`config.mk`:
```
export PLATFORM = sky130hd
export DESIGN_NAME = uart_bus_loader
export DESIGN_NICKNAME = d
export VERILOG_FILES = /design/src/rtl/uart_bus_loader.sv
export SDC_FILE = /design/constraint.sdc
export NUM_CORES = 1
export LEC_CHECK = 0
export ABC_CLOCK_PERIOD_IN_PS = 2400
export CAP_MARGIN = 0
export CORE_ASPECT_RATIO = 1.25
export CORE_UTILIZATION = 40
export CTS_CLUSTER_SIZE = 40
export DETAILED_ROUTE_END_ITERATION = 7
export PLACE_DENSITY = 0.69
export SLEW_MARGIN = 20
export SYNTH_ARGS = -nofsm -noshare
export SYNTH_HDL_FRONTEND = slang
export SYNTH_SLANG_ARGS = --single-unit
```
`constraint.sdc`:
```
create_clock -name i_clk -period 2.4 [get_ports i_clk]
set_input_delay 0.36 -clock i_clk [delete_from_list [all_inputs] [get_ports i_clk]]
set_output_delay 0.36 -clock i_clk [all_outputs]
set_load 0.005 [all_outputs]
```
`src/rtl/uart_bus_loader.sv`:
```
// uart_bus_loader
//    UART-driven bus initiator. Parses byte commands from the UART RX stream
//    and turns them into single-byte writes and reads on the CPU valid/ready
//    bus. Every command ends with exactly one ACK (0x06) or NAK (0x15) byte.
//    While o_hold is 1 the core is held and the loader owns the bus.
//
//    Commands (multi-byte fields little-endian; an N byte of 0 means 256):
//       'W' A0..A3 N D0..D(N-1)   write Di to A+i, then ACK
//       'R' A0..A3 N              read N bytes from A+i, echo on TX, then ACK
//       'G'                       ACK, then release the core (o_hold = 0)
//       'H'                       ACK, then hold the core (o_hold = 1)
//       anything else             NAK ('W'/'R' are also NAK'd while released)
//
// Ports
//    i_clk, i_rst                clock, synchronous active-high reset
//    i_rx_data/i_rx_valid        RX byte stream in, o_rx_ready back-pressure
//    o_tx_data/o_tx_valid        TX byte stream out, i_tx_ready back-pressure
//    o_addr, o_data, o_wr_width  bus byte address, write data, write size (1 byte)
//    o_wr_valid/i_wr_ready       write request handshake
//    o_rd_ready/i_rd_valid       read request handshake, i_data is read data
//    o_hold                      core held / bus owned by the loader
//
// States
//    state   | meaning
//    --------+-----------------------------------------------------------
//    IDLE    | waiting for an opcode byte
//    ADDR    | collecting address bytes A0..A3 (idx_q counts 0..3)
//    LEN     | collecting the N byte
//    WDATA   | waiting for the next write data byte
//    WBUS    | write request on the bus, waiting for i_wr_ready
//    RBUS    | read request on the bus, waiting for i_rd_valid
//    RTX     | sending the byte just read
//    RESP    | sending the ACK/NAK byte; G/H update o_hold on its accept

module uart_bus_loader #(
   parameter int DATA_WIDTH     = 32,
   parameter int TIMEOUT_CYCLES = 1_000_000
) (
   input  logic                  i_clk,
   input  logic                  i_rst,
   input  logic [7:0]            i_rx_data,
   input  logic                  i_rx_valid,
   output logic                  o_rx_ready,
   output logic [7:0]            o_tx_data,
   output logic                  o_tx_valid,
   input  logic                  i_tx_ready,
   output logic [31:0]           o_addr,
   output logic [DATA_WIDTH-1:0] o_data,
   output logic                  o_wr_valid,
   input  logic                  i_wr_ready,
   output logic [2:0]            o_wr_width,
   input  logic [DATA_WIDTH-1:0] i_data,
   input  logic                  i_rd_valid,
   output logic                  o_rd_ready,
   output logic                  o_hold
);

   localparam logic [7:0] OP_W = 8'h57;
   localparam logic [7:0] OP_R = 8'h52;
   localparam logic [7:0] OP_G = 8'h47;
   localparam logic [7:0] OP_H = 8'h48;
   localparam logic [7:0] ACK  = 8'h06;
   localparam logic [7:0] NAK  = 8'h15;

   // Inter-byte timer: down-counter reloaded on every accepted byte and on
   // every cycle outside the timed states; expiry is the terminal count 0.
   localparam int TW = (TIMEOUT_CYCLES > 2) ? $clog2(TIMEOUT_CYCLES) : 1;
   localparam logic [TW-1:0] TMO_LOAD = TW'(TIMEOUT_CYCLES - 1);

   typedef enum logic [2:0] {
      S_IDLE,
      S_ADDR,
      S_LEN,
      S_WDATA,
      S_WBUS,
      S_RBUS,
      S_RTX,
      S_RESP
   } state_t;

   state_t        state_q;
   state_t        state_d;

   logic [31:0]   addr_q;
   logic [7:0]    data_q;
   logic [7:0]    tx_data_q;
   logic [8:0]    cnt_q;
   logic [1:0]    idx_q;
   logic [TW-1:0] tmo_q;
   logic          cmd_wr_q;
   logic          set_hold_q;
   logic          clr_hold_q;
   logic          hold_q;

   logic          rx_acc;
   logic          tx_acc;
   logic          wr_acc;
   logic          rd_acc;
   logic          timed;
   logic          tmo_exp;
   logic          is_w;
   logic          is_r;
   logic          is_g;
   logic          is_h;
   logic          op_bus;
   logic          last_byte;

   // Only the low byte of read data carries payload.
   logic          unused_rd_hi;
   assign unused_rd_hi = ^i_data[DATA_WIDTH-1:8];

   assign rx_acc    = o_rx_ready & i_rx_valid;
   assign tx_acc    = o_tx_valid & i_tx_ready;
   assign wr_acc    = o_wr_valid & i_wr_ready;
   assign rd_acc    = o_rd_ready & i_rd_valid;

   assign is_w      = (i_rx_data == OP_W);
   assign is_r      = (i_rx_data == OP_R);
   assign is_g      = (i_rx_data == OP_G);
   assign is_h      = (i_rx_data == OP_H);
   assign op_bus    = (is_w | is_r) & hold_q;
   assign last_byte = (cnt_q == 9'd1);

   assign timed     = (state_q == S_ADDR) || (state_q == S_LEN) || (state_q == S_WDATA);
   assign tmo_exp   = timed && !rx_acc && (tmo_q == '0);

   // State register
   always_ff @(posedge i_clk) begin
      if (i_rst) begin
         state_q <= S_IDLE;
      end else begin
         state_q <= state_d;
      end
   end

   // Next-state logic
   always_comb begin
      state_d = state_q;
      case (state_q)
         S_IDLE: begin
            if (rx_acc) state_d = op_bus ? S_ADDR : S_RESP;
         end
         S_ADDR: begin
            if (rx_acc) begin
               if (idx_q == 2'd3) state_d = S_LEN;
            end else if (tmo_exp) begin
               state_d = S_IDLE;
            end
         end
         S_LEN: begin
            if (rx_acc)       state_d = cmd_wr_q ? S_WDATA : S_RBUS;
            else if (tmo_exp) state_d = S_IDLE;
         end
         S_WDATA: begin
            if (rx_acc)       state_d = S_WBUS;
            else if (tmo_exp) state_d = S_IDLE;
         end
         S_WBUS: begin
            if (wr_acc) state_d = last_byte ? S_RESP : S_WDATA;
         end
         S_RBUS: begin
            if (rd_acc) state_d = S_RTX;
         end
         S_RTX: begin
            if (tx_acc) state_d = last_byte ? S_RESP : S_RBUS;
         end
         S_RESP: begin
            if (tx_acc) state_d = S_IDLE;
         end
         default: state_d = S_IDLE;
      endcase
   end

   // Output logic
   always_comb begin
      o_rx_ready = 1'b0;
      o_tx_valid = 1'b0;
      o_wr_valid = 1'b0;
      o_rd_ready = 1'b0;
      case (state_q)
         S_IDLE, S_ADDR, S_LEN, S_WDATA: o_rx_ready = !i_rst;
         S_WBUS:                         o_wr_valid = hold_q;
         S_RBUS:                         o_rd_ready = hold_q;
         S_RTX, S_RESP:                  o_tx_valid = 1'b1;
         default: ;
      endcase
      o_tx_data  = tx_data_q;
      o_addr     = addr_q;
      o_data     = {{(DATA_WIDTH-8){1'b0}}, data_q};
      o_wr_width = 3'b001;
      o_hold     = hold_q;
   end

   // Datapath: address, count, data and response registers
   always_ff @(posedge i_clk) begin
      if (i_rst) begin
         addr_q     <= '0;
         data_q     <= '0;
         tx_data_q  <= '0;
         cnt_q      <= '0;
         idx_q      <= '0;
         cmd_wr_q   <= 1'b0;
         set_hold_q <= 1'b0;
         clr_hold_q <= 1'b0;
         hold_q     <= 1'b1;
      end else begin
         case (state_q)
            S_IDLE: begin
               if (rx_acc) begin
                  cmd_wr_q   <= is_w;
                  idx_q      <= 2'd0;
                  // Only meaningful when going to RESP; a bus command
                  // overwrites it before any byte is sent.
                  tx_data_q  <= (is_g | is_h) ? ACK : NAK;
                  set_hold_q <= is_h;
                  clr_hold_q <= is_g;
               end
            end
            S_ADDR: begin
               if (rx_acc) begin
                  addr_q[8*idx_q +: 8] <= i_rx_data;
                  idx_q                <= idx_q + 2'd1;
               end
            end
            S_LEN: begin
               if (rx_acc) cnt_q <= (i_rx_data == 8'd0) ? 9'd256 : {1'b0, i_rx_data};
            end
            S_WDATA: begin
               if (rx_acc) data_q <= i_rx_data;
            end
            S_WBUS: begin
               if (wr_acc) begin
                  addr_q <= addr_q + 32'd1;
                  cnt_q  <= cnt_q - 9'd1;
                  if (last_byte) tx_data_q <= ACK;
               end
            end
            S_RBUS: begin
               if (rd_acc) tx_data_q <= i_data[7:0];
            end
            S_RTX: begin
               if (tx_acc) begin
                  addr_q <= addr_q + 32'd1;
                  cnt_q  <= cnt_q - 9'd1;
                  if (last_byte) tx_data_q <= ACK;
               end
            end
            S_RESP: begin
               if (tx_acc) begin
                  if (set_hold_q) hold_q <= 1'b1;
                  if (clr_hold_q) hold_q <= 1'b0;
                  set_hold_q <= 1'b0;
                  clr_hold_q <= 1'b0;
               end
            end
            default: ;
         endcase
      end
   end

   // Inter-byte timeout counter
   always_ff @(posedge i_clk) begin
      if (i_rst) begin
         tmo_q <= '0;
      end else if (rx_acc || !timed) begin
         tmo_q <= TMO_LOAD;
      end else if (tmo_q != '0) begin
         tmo_q <= tmo_q - 1'b1;
      end
   end

endmodule

```
==> flow_summary.toml <==
[synth]
yosysTopAreaCellShare = 0.319
synth_edf_count = 0
synthDistinctLibCells = 69
synthFlopType = "dfxtp_1"
async_flop_share = 0
synth_cells = 707
syn_area_per_cell_um2 = 7.64
ys_seq_area_frac = 0.319
ys_ff_latch = 86
ys_top_cells_by_area = "dfxtp_1, a21oi_1, nor2_1, buf_4, nand2_1"
synth_area_um2 = 5400
post-synth-top-area-cell = "dfxtp_1"
ys.warnings.count = 0

[routing]
met2_length_um = 7970
m1WireLength_um = 7180
ant_nets = 0
vias = 5775
routed_wl_um = 17100
drtPass1Iterations = 5
dr_wl_met3_um = 1040
drcViolationCount = 0
drt_iter0_drc = 448
dr.max_layer_used = "met4"
wl_per_cell_um = 17.5
via_per_inst = 5.93

[cts]
post-cts-setup-buffers = 0
htreeDepth = 3
ctsHoldBuffers = 0
tritoncts = "yes"
cts.sinks = 86
root_buffer = "clkbuf_16"
clock_latency_ns = 0.34
clock_path_buffers = 2
cts_made_buffers = 9
cts_resized = 0
path_clk_slew_ns = 0.07

[floorplan]
start_util = 0.408
fp.dieH_um = 132
core-area_um2 = 13200
fp.dieW_um = 106
ios = 126
dieArea_um2 = 14000
rows = 47

[global_route]
grt_max_degree = 46
antenna_found_initial = 0
first_global_vias = 5511
overflow = 0
grt_pass1_wl_um = 27600
grt_use_total = 0.247

[outcome]
outcome = "finished clean"

[power_and_ir_drop]
power_uw = 5870
p_per_area_nw_per_um2 = 860
power_frac_clock = 0.262
p_seq_frac = 0.313
power_leakage_uw = 0.00242
swShare = 0.388
p_int_uw = 3600
ir_drop_mv = 0.409
power_switching_uw = 2280
power.share.combinational = 0.425

[place]
dp_cells = 959
port_buffers = 74
dp_hpwl_um = 12400
routabilityCongestion = 0.921

[sta]
worstMarginPinSlew_ns = 0.790
period_share = 0.956
setup_viol = 0
maxSlewHeadroom = 0.473
finalCriticalPeriod_ns = 2.29
rsz0062_at_grt = "false"
finClkSkew_ns = 0.0117
drv_slew = 0
fmax_mhz = 436
final-hold-violation-count = 0

[layout]
final_util = 0.516
final_common_cell = "dfxtp_1"
drive_gt1_frac = 0.112
diodes = 0
final_nets = 854
instances_no_fill = 974
area_growth_pct = 26.3
final_cell_mix = "dfxtp_1, a21oi_1, clkdlybuf4s50_1, buf_4, nor2_1"

[flow_run]
cap_viol_max_count = 0

[setup_path]
worstSetupPathType = "reg2reg"
startpoint_type = "register"
cp.required_ns = 2.68
crit_fanout = 6
crit_path_end_kind = "register"
crit_arrival_ns = 2.57

[hold_path]
min_path_type = "reg2reg"
[synth_stat cells (4+ instances only)]
master,count
o22ai_1,10
a21oi_1,81
nand4_1,20
or3_1,5
o311ai_0,4
a22o_1,10
o21ai_0,37
o211ai_1,9
o32ai_1,5
nand2_1,50
a31oi_1,10
nor2_1,56
and2_1,4
clkbuf_1,42
or4_1,10
a211oi_1,12
xnor2_1,8
a32o_1,4
dfxtp_1,86
nor3b_1,6
a21o_1,8
nor3_1,25
xor2_1,11
inv_1,19
o31ai_1,4
a311oi_1,4
nor2b_1,9
buf_1,6
nand3b_1,4
and4_1,7
a221oi_1,5
nor4_1,20
buf_4,27
ha_1,9
and3_1,5
nand2b_1,12
nand3_1,14
[routing by layer]
layer	GRT usage	vias up
met5	0	-
met4	0.154	0
met3	0.0405	63
met2	0.406	233
met1	0.298	2700
li1	-	2779
[worst max-delay path, cell delays in order (launching register included)]
cell	delay, ns
dfxtp_1	0.34
or3_4	0.42
or4_1	0.45
or4_1	0.54
mux2_4	0.35
a21oi_2	0.13
[power groups by stage]
stage / combinational [µW] / sequential [µW] / clock, µW
finish: 2490 / 1840 / 1540
CTS: 2460 / 1830 / 1560
global placement: 2390 / 1850 / 0
floorplan: 1640 / 1800 / 0
detailed placement: 2450 / 1860 / 0
global route: 2740 / 1870 / 1630
[final cells by class]
type / instances / area (µm²)
multi-input cells: 549 / 3310
clock buffers: 10 / 239
repair buffers: 134 / 1190
inverters: 19 / 71.3
well taps: 171 / 214
clock inverters: 5 / 83.8
fillers: 1275 / 6410
flip-flops and latches: 86 / 1720
[registers in the layout (all words and copies together), names as in the netlist]
name        flops
o_tx_data       8
clr_hold_q      1
cnt_q           9
state_q         3
cmd_wr_q        1
data_q          8
idx_q           2
o_hold          1
o_addr         32
tmo_q          20
set_hold_q      1
[cells by family (layout without fill, tap and decap cells)]
kind of cell / after synthesis / count (layout) / share of synthesized area
AND/OR/NAND/NOR: 260 / 260 / 0.260
AO/OA/AOI/OAI: 232 / 232 / 0.277
adder cells (fa/ha/maj): 9 / 9 / 0.0208
XOR/XNOR: 19 / 19 / 0.0308
buffers and inverters: 97 / 168 / 0.0868
flip-flops: 86 / 86 / 0.319
multiplexers: 2 / 2 / 0.00463
other: 2 / 27 / 0.00139
[per-stage QoR]
stage | setup slack [ns] | area [µm²] | hold WS (ns) | setup TNS (ns)
2_1_floorplan | 0.121 | 5500 | 0.442 | 0
3_3_place_gp | -0.119 | 6500 | 0.452 | -0.119
3_5_place_dp | -0.104 | 6500 | 0.471 | -0.104
4_1_cts | 0.100 | 6830 | 0.480 | 0
5_1_grt | 0.0205 | 6830 | 0.506 | 0
6_report | 0.105 | 6830 | 0.482 | 0
[worst paths after layout]
check | startpoint | endpoint | slack, ns | cells after the start
worst max-delay path | tmo_q[14] | tmo_q[1] | 0.11 | 5
worst min-delay path | data_q[0] | data_q[0] | 0.48 | 2
worst max register to register | tmo_q[14] | tmo_q[1] | 0.11 | 5
worst min register to register | data_q[0] | data_q[0] | 0.48 | 2
No activity file was read; power rests on OpenSTA's default activity.
